### src/rtl/afe_pulse_capture.sv
// afe_pulse_capture: locates the first pulse after arm in an 8-bit-per-word
// deserialized stream and reports rise position, word offset and high time.
module afe_pulse_capture (
  input  logic        clk,
  input  logic        rst_n,
  input  logic [7:0]  din,
  input  logic        y0,
  input  logic        arm,
  output logic        armed,
  output logic        valid,
  output logic [15:0] width,
  output logic [2:0]  rise_pos,
  output logic [15:0] rise_word,
  output logic        overflow
);
  typedef enum logic [1:0] {IDLE, WAIT_RISE, HIGH} state_t;

  state_t      state, state_nxt;
  logic [7:0]  w, pre, rise_vec;
  logic        prev;
  logic        rise_found, fall_found, zero_found, emit, sat;
  logic [2:0]  rise_p;
  logic [3:0]  fall_q, zero_q, add_val;
  logic [16:0] sum;
  logic [15:0] width_nxt;
  logic        ovf_nxt;
  logic [15:0] acc_w, acc_rw;
  logic [2:0]  acc_pos;
  logic        acc_ovf;

  // Normalize so that 1 always means "active"; pre[i] is the bit just before w[i].
  assign w        = din ^ {8{y0}};
  assign pre      = {w[6:0], prev};
  assign rise_vec = w & ~pre;

  // Bit scans: lowest rise, lowest fall above it, lowest zero of the word.
  always_comb begin
    rise_found = 1'b0;
    rise_p     = 3'd0;
    for (int i = 7; i >= 0; i--)
      if (rise_vec[i]) begin
        rise_found = 1'b1;
        rise_p     = 3'(i);
      end
    fall_found = 1'b0;
    fall_q     = 4'd0;
    for (int i = 7; i >= 0; i--)
      if (!w[i] && (i > int'(rise_p))) begin
        fall_found = 1'b1;
        fall_q     = 4'(i);
      end
    zero_found = 1'b0;
    zero_q     = 4'd0;
    for (int i = 7; i >= 0; i--)
      if (!w[i]) begin
        zero_found = 1'b1;
        zero_q     = 4'(i);
      end
  end

  // Width contribution of this word and the saturating accumulated result.
  always_comb begin
    add_val = 4'd0;
    if (state == WAIT_RISE)
      add_val = fall_found ? (fall_q - {1'b0, rise_p}) : (4'd8 - {1'b0, rise_p});
    else if (state == HIGH)
      add_val = zero_found ? zero_q : 4'd8;
    sum       = {1'b0, acc_w} + {13'd0, add_val};
    sat       = sum[16];
    width_nxt = sat ? 16'hffff : sum[15:0];
    ovf_nxt   = acc_ovf | sat;
  end

  // State register.
  always_ff @(posedge clk or negedge rst_n) begin
    if (!rst_n) state <= IDLE;
    else        state <= state_nxt;
  end

  // Next state; arm overrides everything, including a fall in the same word.
  always_comb begin
    state_nxt = state;
    emit      = 1'b0;
    case (state)
      WAIT_RISE:
        if (rise_found) begin
          if (fall_found) begin
            emit      = 1'b1;
            state_nxt = IDLE;
          end else begin
            state_nxt = HIGH;
          end
        end
      HIGH:
        if (zero_found) begin
          emit      = 1'b1;
          state_nxt = IDLE;
        end
      default: ;
    endcase
    if (arm) begin
      state_nxt = WAIT_RISE;
      emit      = 1'b0;
    end
  end

  // FSM outputs.
  always_comb begin
    armed = (state != IDLE);
  end

  // Accumulators, edge history and the published result.
  always_ff @(posedge clk or negedge rst_n) begin
    if (!rst_n) begin
      prev      <= 1'b1;
      acc_w     <= '0;
      acc_rw    <= '0;
      acc_pos   <= '0;
      acc_ovf   <= 1'b0;
      valid     <= 1'b0;
      width     <= '0;
      rise_pos  <= '0;
      rise_word <= '0;
      overflow  <= 1'b0;
    end else begin
      valid <= emit;
      // A forced 1 makes a line already high at arm time look like no rise.
      prev  <= arm ? 1'b1 : w[7];
      if (arm) begin
        acc_w   <= '0;
        acc_rw  <= '0;
        acc_pos <= '0;
        acc_ovf <= 1'b0;
      end else if (state == WAIT_RISE) begin
        if (rise_found) begin
          acc_pos <= rise_p;
          acc_w   <= width_nxt;
          acc_ovf <= ovf_nxt;
        end else if (acc_rw != 16'hffff) begin
          acc_rw <= acc_rw + 16'd1;
        end
      end else if (state == HIGH) begin
        acc_w   <= width_nxt;
        acc_ovf <= ovf_nxt;
      end
      if (emit) begin
        width     <= width_nxt;
        overflow  <= ovf_nxt;
        rise_pos  <= (state == WAIT_RISE) ? rise_p : acc_pos;
        rise_word <= acc_rw;
      end
    end
  end
endmodule

### config.mk
export PLATFORM = sky130hd
export DESIGN_NAME = afe_pulse_capture
export DESIGN_NICKNAME = d
export VERILOG_FILES = /design/src/rtl/afe_pulse_capture.sv
export SDC_FILE = /design/constraint.sdc
export NUM_CORES = 1
export LEC_CHECK = 0
export CORE_ASPECT_RATIO = 0.6
export CORE_MARGIN = 8
export CORE_UTILIZATION = 55
export CTS_CLUSTER_DIAMETER = 30
export DETAILED_ROUTE_END_ITERATION = 6
export GPL_TIMING_DRIVEN = 0
export PLACE_DENSITY = 0.78
export SKIP_LAST_GASP = 1
export SYNTH_ARGS = -nofsm -noshare
export SYNTH_HDL_FRONTEND = slang
export SYNTH_SLANG_ARGS = --single-unit
### constraint.sdc
create_clock -name clk -period 5.4 [get_ports clk]
set_input_delay 1.08 -clock clk [delete_from_list [all_inputs] [get_ports clk]]
set_output_delay 1.08 -clock clk [all_outputs]
set_load 0.01 [all_outputs]
# == Word level (Yosys, flattened, before mapping) ==
# Index checks and enable logic that the tools add are counted.
# op_classes
eq_ne,6
add_sub_neg,4
n_reduce_logical,23
n_lt_le_gt_ge,7
n_bitwise,4
muxes,78
# op_table
cell,n
16-bit 2-to-1 mux,9
4-bit 2-to-1 mux,17
3-bit 2-to-1 mux,14
1-bit 2-to-1 mux,32
16-bit by 4-bit adder with 17-bit output,1
"16-bit by 1-bit adder with 16-bit output, second input constant",1
"16-bit != test, second input constant",1
"3-bit greater-than comparator, first input constant",4
8-bit AND,1
2-bit 2-to-1 mux,4
8-bit NOT,1
2-bit nonzero test,4
8-bit bitwise XOR,1
1-bit logical AND,7
1-bit zero test,7
"2-bit by 3-bit greater-than comparator with 1-bit output, first input constant",2
"3-bit != test, second input constant",2
3-bit AND reduction,2
2-bit one-hot mux with 2 select lines,1
2-bit AND reduction,2
4-bit by 3-bit subtractor with 4-bit output,1
"4-bit by 3-bit subtractor with 4-bit output, first input constant",1
"1-bit by 3-bit greater-than comparator with 1-bit output, first input constant",1
3-bit nonzero test,1
other kinds (5),5
# word_totals
output_inout_bits,38
register_bits,76
elab_cells,133

# == Depth between registers and ports, before layout ==
# Gate-level depths: netlist of run 1.
# depth
ltp_word,28
mapped_depth,26
depth_no_buf,23

# == Worst setup path after synthesis of run 1 ==
# No wires, ideal clock.
# synth_path
path_type,in2reg
from,input din[2]
to,register acc_w[1]
cell_stages,22
setup_time_ps,100
path_slack_ps,-39
t_arrival_ps,5339
required_time_ps,5300
path_cell_list,buf_4 > nand2b_1 > nor3b_1 > o221ai_4 > nor2_1 > o21a_1 > o221ai_1 > a21oi_1 > ha_1 > inv_1 > fa_1 > nand2_1 > o41ai_1 > inv_1 > fa_1 > nand2b_1 > a211oi_1 > nand2_1 > or3_1 > clkbuf_1 > clkbuf_1 > a311oi_1
# synth_via
elab_chain_cells,24
elab_cells_between_ends,60
# synth_rtl
item,line_no,source
start: declaration,6,"input logic [7:0] din,"
8-bit bitwise XOR *,32,assign w = din ^ {8{y0}};
8-bit NOT,34,assign rise_vec = w & ~pre;
8-bit AND,34,
3-bit 2-to-1 mux (4 in a row),41,if (rise_vec[i]) begin
3-bit greater-than comparator,48,if (!w[i] && (i > int'(rise_p))) begin
1-bit logical AND,48,
3-bit 2-to-1 mux,48,
4-bit 2-to-1 mux (6 in a row),48,
4-bit by 3-bit subtractor with 4-bit output,65,"add_val = fall_found ? (fall_q - {1'b0, rise_p}) : (4'd8 - {1'b0, rise_p});"
4-bit 2-to-1 mux,65,
4-bit 2-to-1 mux,64,if (state == WAIT_RISE)
16-bit by 4-bit adder with 17-bit output,68,"sum = {1'b0, acc_w} + {13'd0, add_val};"
16-bit 2-to-1 mux,70,width_nxt = sat ? 16'hffff : sum[15:0];
16-bit 2-to-1 mux (on tied branches),"142, 135",
16-bit 2-to-1 mux,134,end else if (state == WAIT_RISE) begin
16-bit 2-to-1 mux,129,if (arm) begin
end signal: assignment,137,acc_w <= width_nxt;
end signal: assignment,143,acc_w <= width_nxt;
end: declaration,27,"logic [15:0] acc_w, acc_rw;"
# Mark *: on every way between the ends. The rest lies on a longest branch, timed or not. The select of a mux whose other input is x is not followed.
# A chain may end at the register's enable or synchronous reset.

# == Worst setup path after layout of run 1 ==
# layout_path
from,input din[5]
to,register acc_w[4]
# layout_via
elab_chain_cells,27
elab_cells_between_ends,72
# layout_rtl
item,line_no
8-bit bitwise XOR *,32
8-bit NOT,34
8-bit AND,34
3-bit 2-to-1 mux (7 in a row),41
3-bit greater-than comparator,48
1-bit logical AND,48
3-bit 2-to-1 mux,48
4-bit 2-to-1 mux (6 in a row),48
4-bit by 3-bit subtractor with 4-bit output,65
4-bit 2-to-1 mux,65
4-bit 2-to-1 mux,64
16-bit by 4-bit adder with 17-bit output,68
16-bit 2-to-1 mux,70
16-bit 2-to-1 mux (on tied branches),"142, 135"
16-bit 2-to-1 mux,134
16-bit 2-to-1 mux,129
# Marks and branches as above.

==> results.yml, run 1 <==
grt:
  grt_max_degree: 64
  antenna_found_initial: 0
  grt_usage_pct: 21.77
  overflow: 0
  grt_pass1_wl_mm: 21.05
  grt_pass1_vias: 4154
sta:
  min_period_ns: 5.302
  finalHoldViolCount: 0
  skew_ns: 0.008793
  period_share_pct: 98.18
  relSlewSlack_pct: 35.14
  fmaxAchievable_mhz: 188.6
  setup_slack_ns: 0.09803
  setup_violations: 0
  fin_hold_ws_ns: 0.5073
  drv_slew: 0
  fin_setup_tns_ns: 0
  worst_pin_slew_ns: 0.9641
route:
  antenna_left: 0
  firstDrtPassIters: 5
  post_drt_wl_per_cell_um: 19.38
  wirelength_mm: 13.45
  vias_per_cell: 6.065
  drt-initial-drc-count: 388
  vias: 4209
  drc: 0
synthesis:
  synth_nets: 513
  async_reset_ff_share_pct: 100.0
  synth_flop_cell: "dfrtp_1"
  syn_area_um2: 4873
  ys_warn_count: 0
  synth_top_area_share_pct: 38.51
  synth_cell_type_count: 71
  avgSynthCellArea_um2: 9.987
  syn_inst: 488
  synth_largest_area_cell: "dfrtp_1"
  yosys-top-cells-area: "dfrtp_1 39%, mux2_4 8.6%, nor2_1 3.9%"
  yosysSeqAreaShare_pct: 39.05
  ys_ff_latch: 76
  synth_edf_count: 0
clock_tree:
  numCtsBuffers: 9
  htree_levels: 3
  cts.sinks: 76
  clkSlewWorstSetupHoldPaths_ns: 0.06
  cts_tree: "built"
  cts_buffer_depth: 2
  cts_hold_buf: 0
  clk_latency_ns: 0.34
  cts_root_buf: "clkbuf_16"
finish:
  multi_input_area_um2: 3013
  fillers: 557
  final_common_cell: "dfrtp_1"
  final_core_util_pct: 75.11
  final-seq-area_um2: 1903
  num-nets-final: 602
  drive_gt1_share_pct: 31.27
  final_cell_mix: "75 x dfrtp_1, 46 x nor2_1, 39 x clkdlybuf4s50_1"
  area_delta_synth_final_pct: 31.86
  diodes: 0
power_and_ir_drop:
  switching_share_pct: 32.56
  p_seq_share_pct: 34.5
  power_density_nw_per_um2: 301.6
  pwr-share-comb_pct: 34.2
  switching_power_mw: 0.6310
  max-vdd-ir-drop_mv: 0.2152
  leakage_nw: 2.916
  intPower_mw: 1.307
  finalPower_mw: 1.938
  clkPwrFrac_pct: 31.3
status:
  status: "complete, no violations"
flow_run:
  maxCapViolations: 0
worst_setup_path:
  required_ns: 5.64
  path_max_fanout: 7
  rrSetupSlack_ns: 0.60
  crit_type: "input port to flip-flop"
  arrival_ns: 5.54
  start_kind: "input port"
  endpoint_kind: "flip-flop"
placed_design:
  pre_cts_ws_ns: -1.337
  routabilityCongestion: 0.9051
  hpwl_mm: 8.767
  port_buffers: 48
die:
  core-area_um2: 8556
  io-pin-count: 50
  die_w_um: 137.5
  initial_core_util_pct: 56.96
  die_h_um: 88.92
  die-area_um2: 12230
  rows: 26
worst_hold_path:
  min_path_type: "flip-flop to flip-flop"
==> worst paths after layout <==
check | start | endpoint | depth (start not counted)
setup reg to reg | prev | acc_w[4] | 20
setup / recovery | din[5] | acc_w[4] | 22
max in group asynchronous | rst_n | width[13] | 2
hold / removal | width[13] | width[13] | 1
hold reg to reg | width[13] | width[13] | 1
min in group asynchronous | rst_n | width[6] | 1
==> synthesized netlist by cell type (all sizes together), types with 10 or more instances <==
cell type   n
nor2       51
ha         11
clkbuf     18
o21ai      11
nand2b     12
dfrtp      75
buf        12
inv        21
xor2       21
mux2       40
nor2b      10
a21oi      25
nand4      11
a311oi     10
nand2      39
nand3      20
==> power by group through the flow <==
stage | combinational (mW) | sequential (mW) | clock [mW]
final | 0.663 | 0.668 | 0.607
after detailed placement | 0.540 | 0.674 | 0
after CTS | 0.609 | 0.666 | 0.614
after global routing | 0.710 | 0.674 | 0.631
after global placement | 0.525 | 0.672 | 0
after floorplan | 0.347 | 0.683 | 0
==> sequential cells by signal, indices dropped and copies added (netlist names) <==
signal and flops:
acc_pos 3, overflow 1, acc_rw 16, rise_word 16
acc_ovf 1, acc_w 16, prev 1, state 2
rise_pos 3, width 16, valid 1
==> metal layers <==
metal  wire length, um  global-route usage, %  part of all wire, %
met1              6005                  29.55                   45
met5                 0                      0                    0
met4               158                  5.098                  1.2
met3              1075                  6.790                  8.0
met2              6213                  33.30                   46
==> per-stage QoR <==
step | cell area (um^2) | std cells
detailed placement | 5529 | 649
CTS | 6143 | 677
global placement | 5504 | 648
global route | 6426 | 694
floorplan | 4883 | 488
finish | 6426 | 694
==> timing repair <==
action / in CTS / in global routing
buffers inserted: 14 / 16
gates resized for setup: 60 / 56
pin swaps: 16 / 25
gates cloned: 0 / 1
endpoints found under the setup margin: 34 / 34
==> area by class of cell <==
type | count | area share (%)
sequential | 76 | 29.61
multi-input combinational | 361 | 46.88
inverter | 21 | 1.266
clock buffer | 9 | 3.505
buffer | 28 | 3.953
tap | 112 | 2.181
clock inverter | 7 | 1.149
timing repair buffer | 80 | 11.45
==> cells by family after synthesis <==
group           after synthesis  synth area share (%)
mux                          48                 13.04
compound gates               91                 14.92
fa+ha+maj                    13                 3.646
xor+xnor                     29                 5.212
simple gates                180                 18.64
flops                        76                 39.05
buf+inv                      51                 5.494
==> worst max-delay path: stages <==
cell	delay [ns]
buf_2	0.14
buf_6	0.14
nand2_2	0.14
a21oi_4	0.08
o32a_1	0.41
nor2_4	0.18
o21a_4	0.18
o221ai_2	0.12
a21oi_2	0.16
ha_2	0.18
inv_2	0.05
fa_1	0.49
nand2_1	0.06
o41ai_2	0.09
inv_1	0.12
fa_2	0.40
nand2b_4	0.17
a211oi_4	0.31
nand2_2	0.13
or3_4	0.46
and2_4	0.19
a311oi_2	0.26
(Power assumes the default switching activity.)
==> run 2, diff against run 1 <==
CORE_MARGIN = 2   (was 8)
SLEW_MARGIN = 5   (was not set)
==> results.yml, run 2 (same netlist as run 1, synthesis figures left out) <==
clock_tree:
  cts_tree: "built"
  cts_buffer_depth: 2
  cts_root_buf: "clkbuf_16"
  clk_latency_ns: 0.34
  clkSlewWorstSetupHoldPaths_ns: 0.06
  cts_hold_buf: 0
  htree_levels: 3
  cts.sinks: 76
  numCtsBuffers: 9
sta:
  period_share_pct: 99.50
  finalHoldViolCount: 0
  setup_violations: 0
  worst_pin_slew_ns: 0.9543
  fin_setup_tns_ns: 0
  fmaxAchievable_mhz: 186.1
  min_period_ns: 5.373
  skew_ns: 0.006821
  relSlewSlack_pct: 35.80
  rsz0062_at_grt: "true"
  drv_slew: 0
grt:
  overflow: 0
  antenna_found_initial: 0
  grt_max_degree: 66
  grt_pass1_vias: 4006
  grt_usage_pct: 27.15
  grt_pass1_wl_mm: 20.86
worst_setup_path:
  critPathTopFamily: "simple AND/OR/NAND/NOR gates"
  slowest_delay_ns: 0.54
  reg2reg_depth: 20
  cp_slowest_cell: "or4_4"
  start_kind: "input port"
  endpoint_kind: "flip-flop"
  cp_common_cell: "nand2_2"
  arrival_ns: 5.62
  cp.depth: 21
  required_ns: 5.64
  path_buf_inv: 4
  path_max_fanout: 7
  worstPathCellList: "buf_6 -> buf_8 -> nor2b_4 -> or4_4 -> o2111ai_4 -> nand3_4 -> o21a_1 -> nor2_2 -> o32ai_4 -> buf_4 -> fa_1 -> nand2_2 -> o41ai_4 -> inv_1 -> fa_2 -> nand2b_4 -> a211oi_4 -> nand2_2 -> or3_4 -> and2_4 -> a311oi_2"
  crit_type: "input port to flip-flop"
route:
  drt-initial-drc-count: 516
  post_drt_wl_per_cell_um: 19.23
  drc: 0
  wirelength_mm: 13.54
  antenna_left: 0
  firstDrtPassIters: 5
  vias_per_cell: 6.166
  vias: 4341
die:
  die_w_um: 125.5
  initial_core_util_pct: 56.96
  rows: 26
  io-pin-count: 50
  core-area_um2: 8556
  die-area_um2: 9655
  die_h_um: 76.92
finish:
  drive_gt1_share_pct: 32.94
  area_delta_synth_final_pct: 33.97
  num-nets-final: 612
  final_cells: 704
  diodes: 0
  final_cell_mix: "75 x dfrtp_1, 46 x nor2_1, 42 x buf_4"
  final_common_cell: "dfrtp_1"
status:
  status: "complete, no violations"
placed_design:
  routabilityCongestion: 0.9041
  place_inst: 649
  port_buffers: 48
  hpwl_mm: 8.531
power_and_ir_drop:
  max-vdd-ir-drop_mv: 0.2057
  leakage_nw: 2.971
  power_density_nw_per_um2: 308.5
worst_hold_path:
  holdPathStages: 2
  min_path_type: "flip-flop to flip-flop"
flow_run:
  maxCapViolations: 0
-- run 2: tightest hold or removal path: stages, from the launching register on --
cell and delay (ns):
dfrtp_1 0.34, a21oi_1 0.04, nor2_1 0.08
-- run 2: report_power, final --
part | switching [mW] | internal, mW
registers | 0.0414 | 0.625
clock network | 0.250 | 0.422
logic | 0.345 | 0.331
-- run 2: worst paths after layout --
path / start / end / slack, ns
setup / recovery: din[3] / acc_w[5] / 0.03
hold / removal: acc_ovf / acc_ovf / 0.50
setup reg to reg: prev / acc_w[5] / 0.53
hold reg to reg: acc_ovf / acc_ovf / 0.50
max in group asynchronous: rst_n / acc_pos[1] / 4.24
min in group asynchronous: rst_n / acc_w[6] / 0.58
-- run 2: per-layer routing --
metal  wire, um  track usage [%]  part of all wire (%)  up-vias
li1           -                -                     -     1938
met1       6233            41.44                    46     2138
met2       5991            39.03                    44      222
met3       1015            5.373                   7.5       43
met4        296            7.889                   2.2        0
met5          0                0                     0        -
-- run 2: final cells by class --
cell class / instances / area [um^2]
Fill cell: 528 / 2027
Inverter: 21 / 81.33
Clock buffer: 10 / 239.0
Tap cell: 112 / 140.1
Sequential cell: 76 / 1903
Clock inverter: 6 / 96.34
Timing Repair Buffer: 90 / 787.0
Buffer: 28 / 267.8
Multi-Input combinational cell: 361 / 3014
-- run 2: what timing repair did --
action,4_1_cts,5_1_grt
hold endpoints to repair,0,0
pin swaps,15,28
resized for setup,69,55
buffers inserted,10,28
gates cloned,1,2
endpoints found under the setup margin,34,34
-- run 2: through the flow --
step | utilization [%] | instance area [um^2] | hold WS, ns | setup slack (ns) | total power, mW
CTS | 72.38 | 6192 | 0.5015 | 0.01051 | 1.941
floorplan | - | 4883 | 0.4632 | 0.06103 | 1.030
global placement | 64.33 | 5504 | 0.4827 | -1.244 | 1.196
finish | 76.31 | 6529 | 0.5026 | 0.02685 | 2.014
detailed placement | 64.62 | 5529 | 0.4849 | -1.398 | 1.218
global route | 76.31 | 6529 | 0.5268 | -0.1214 | 2.099
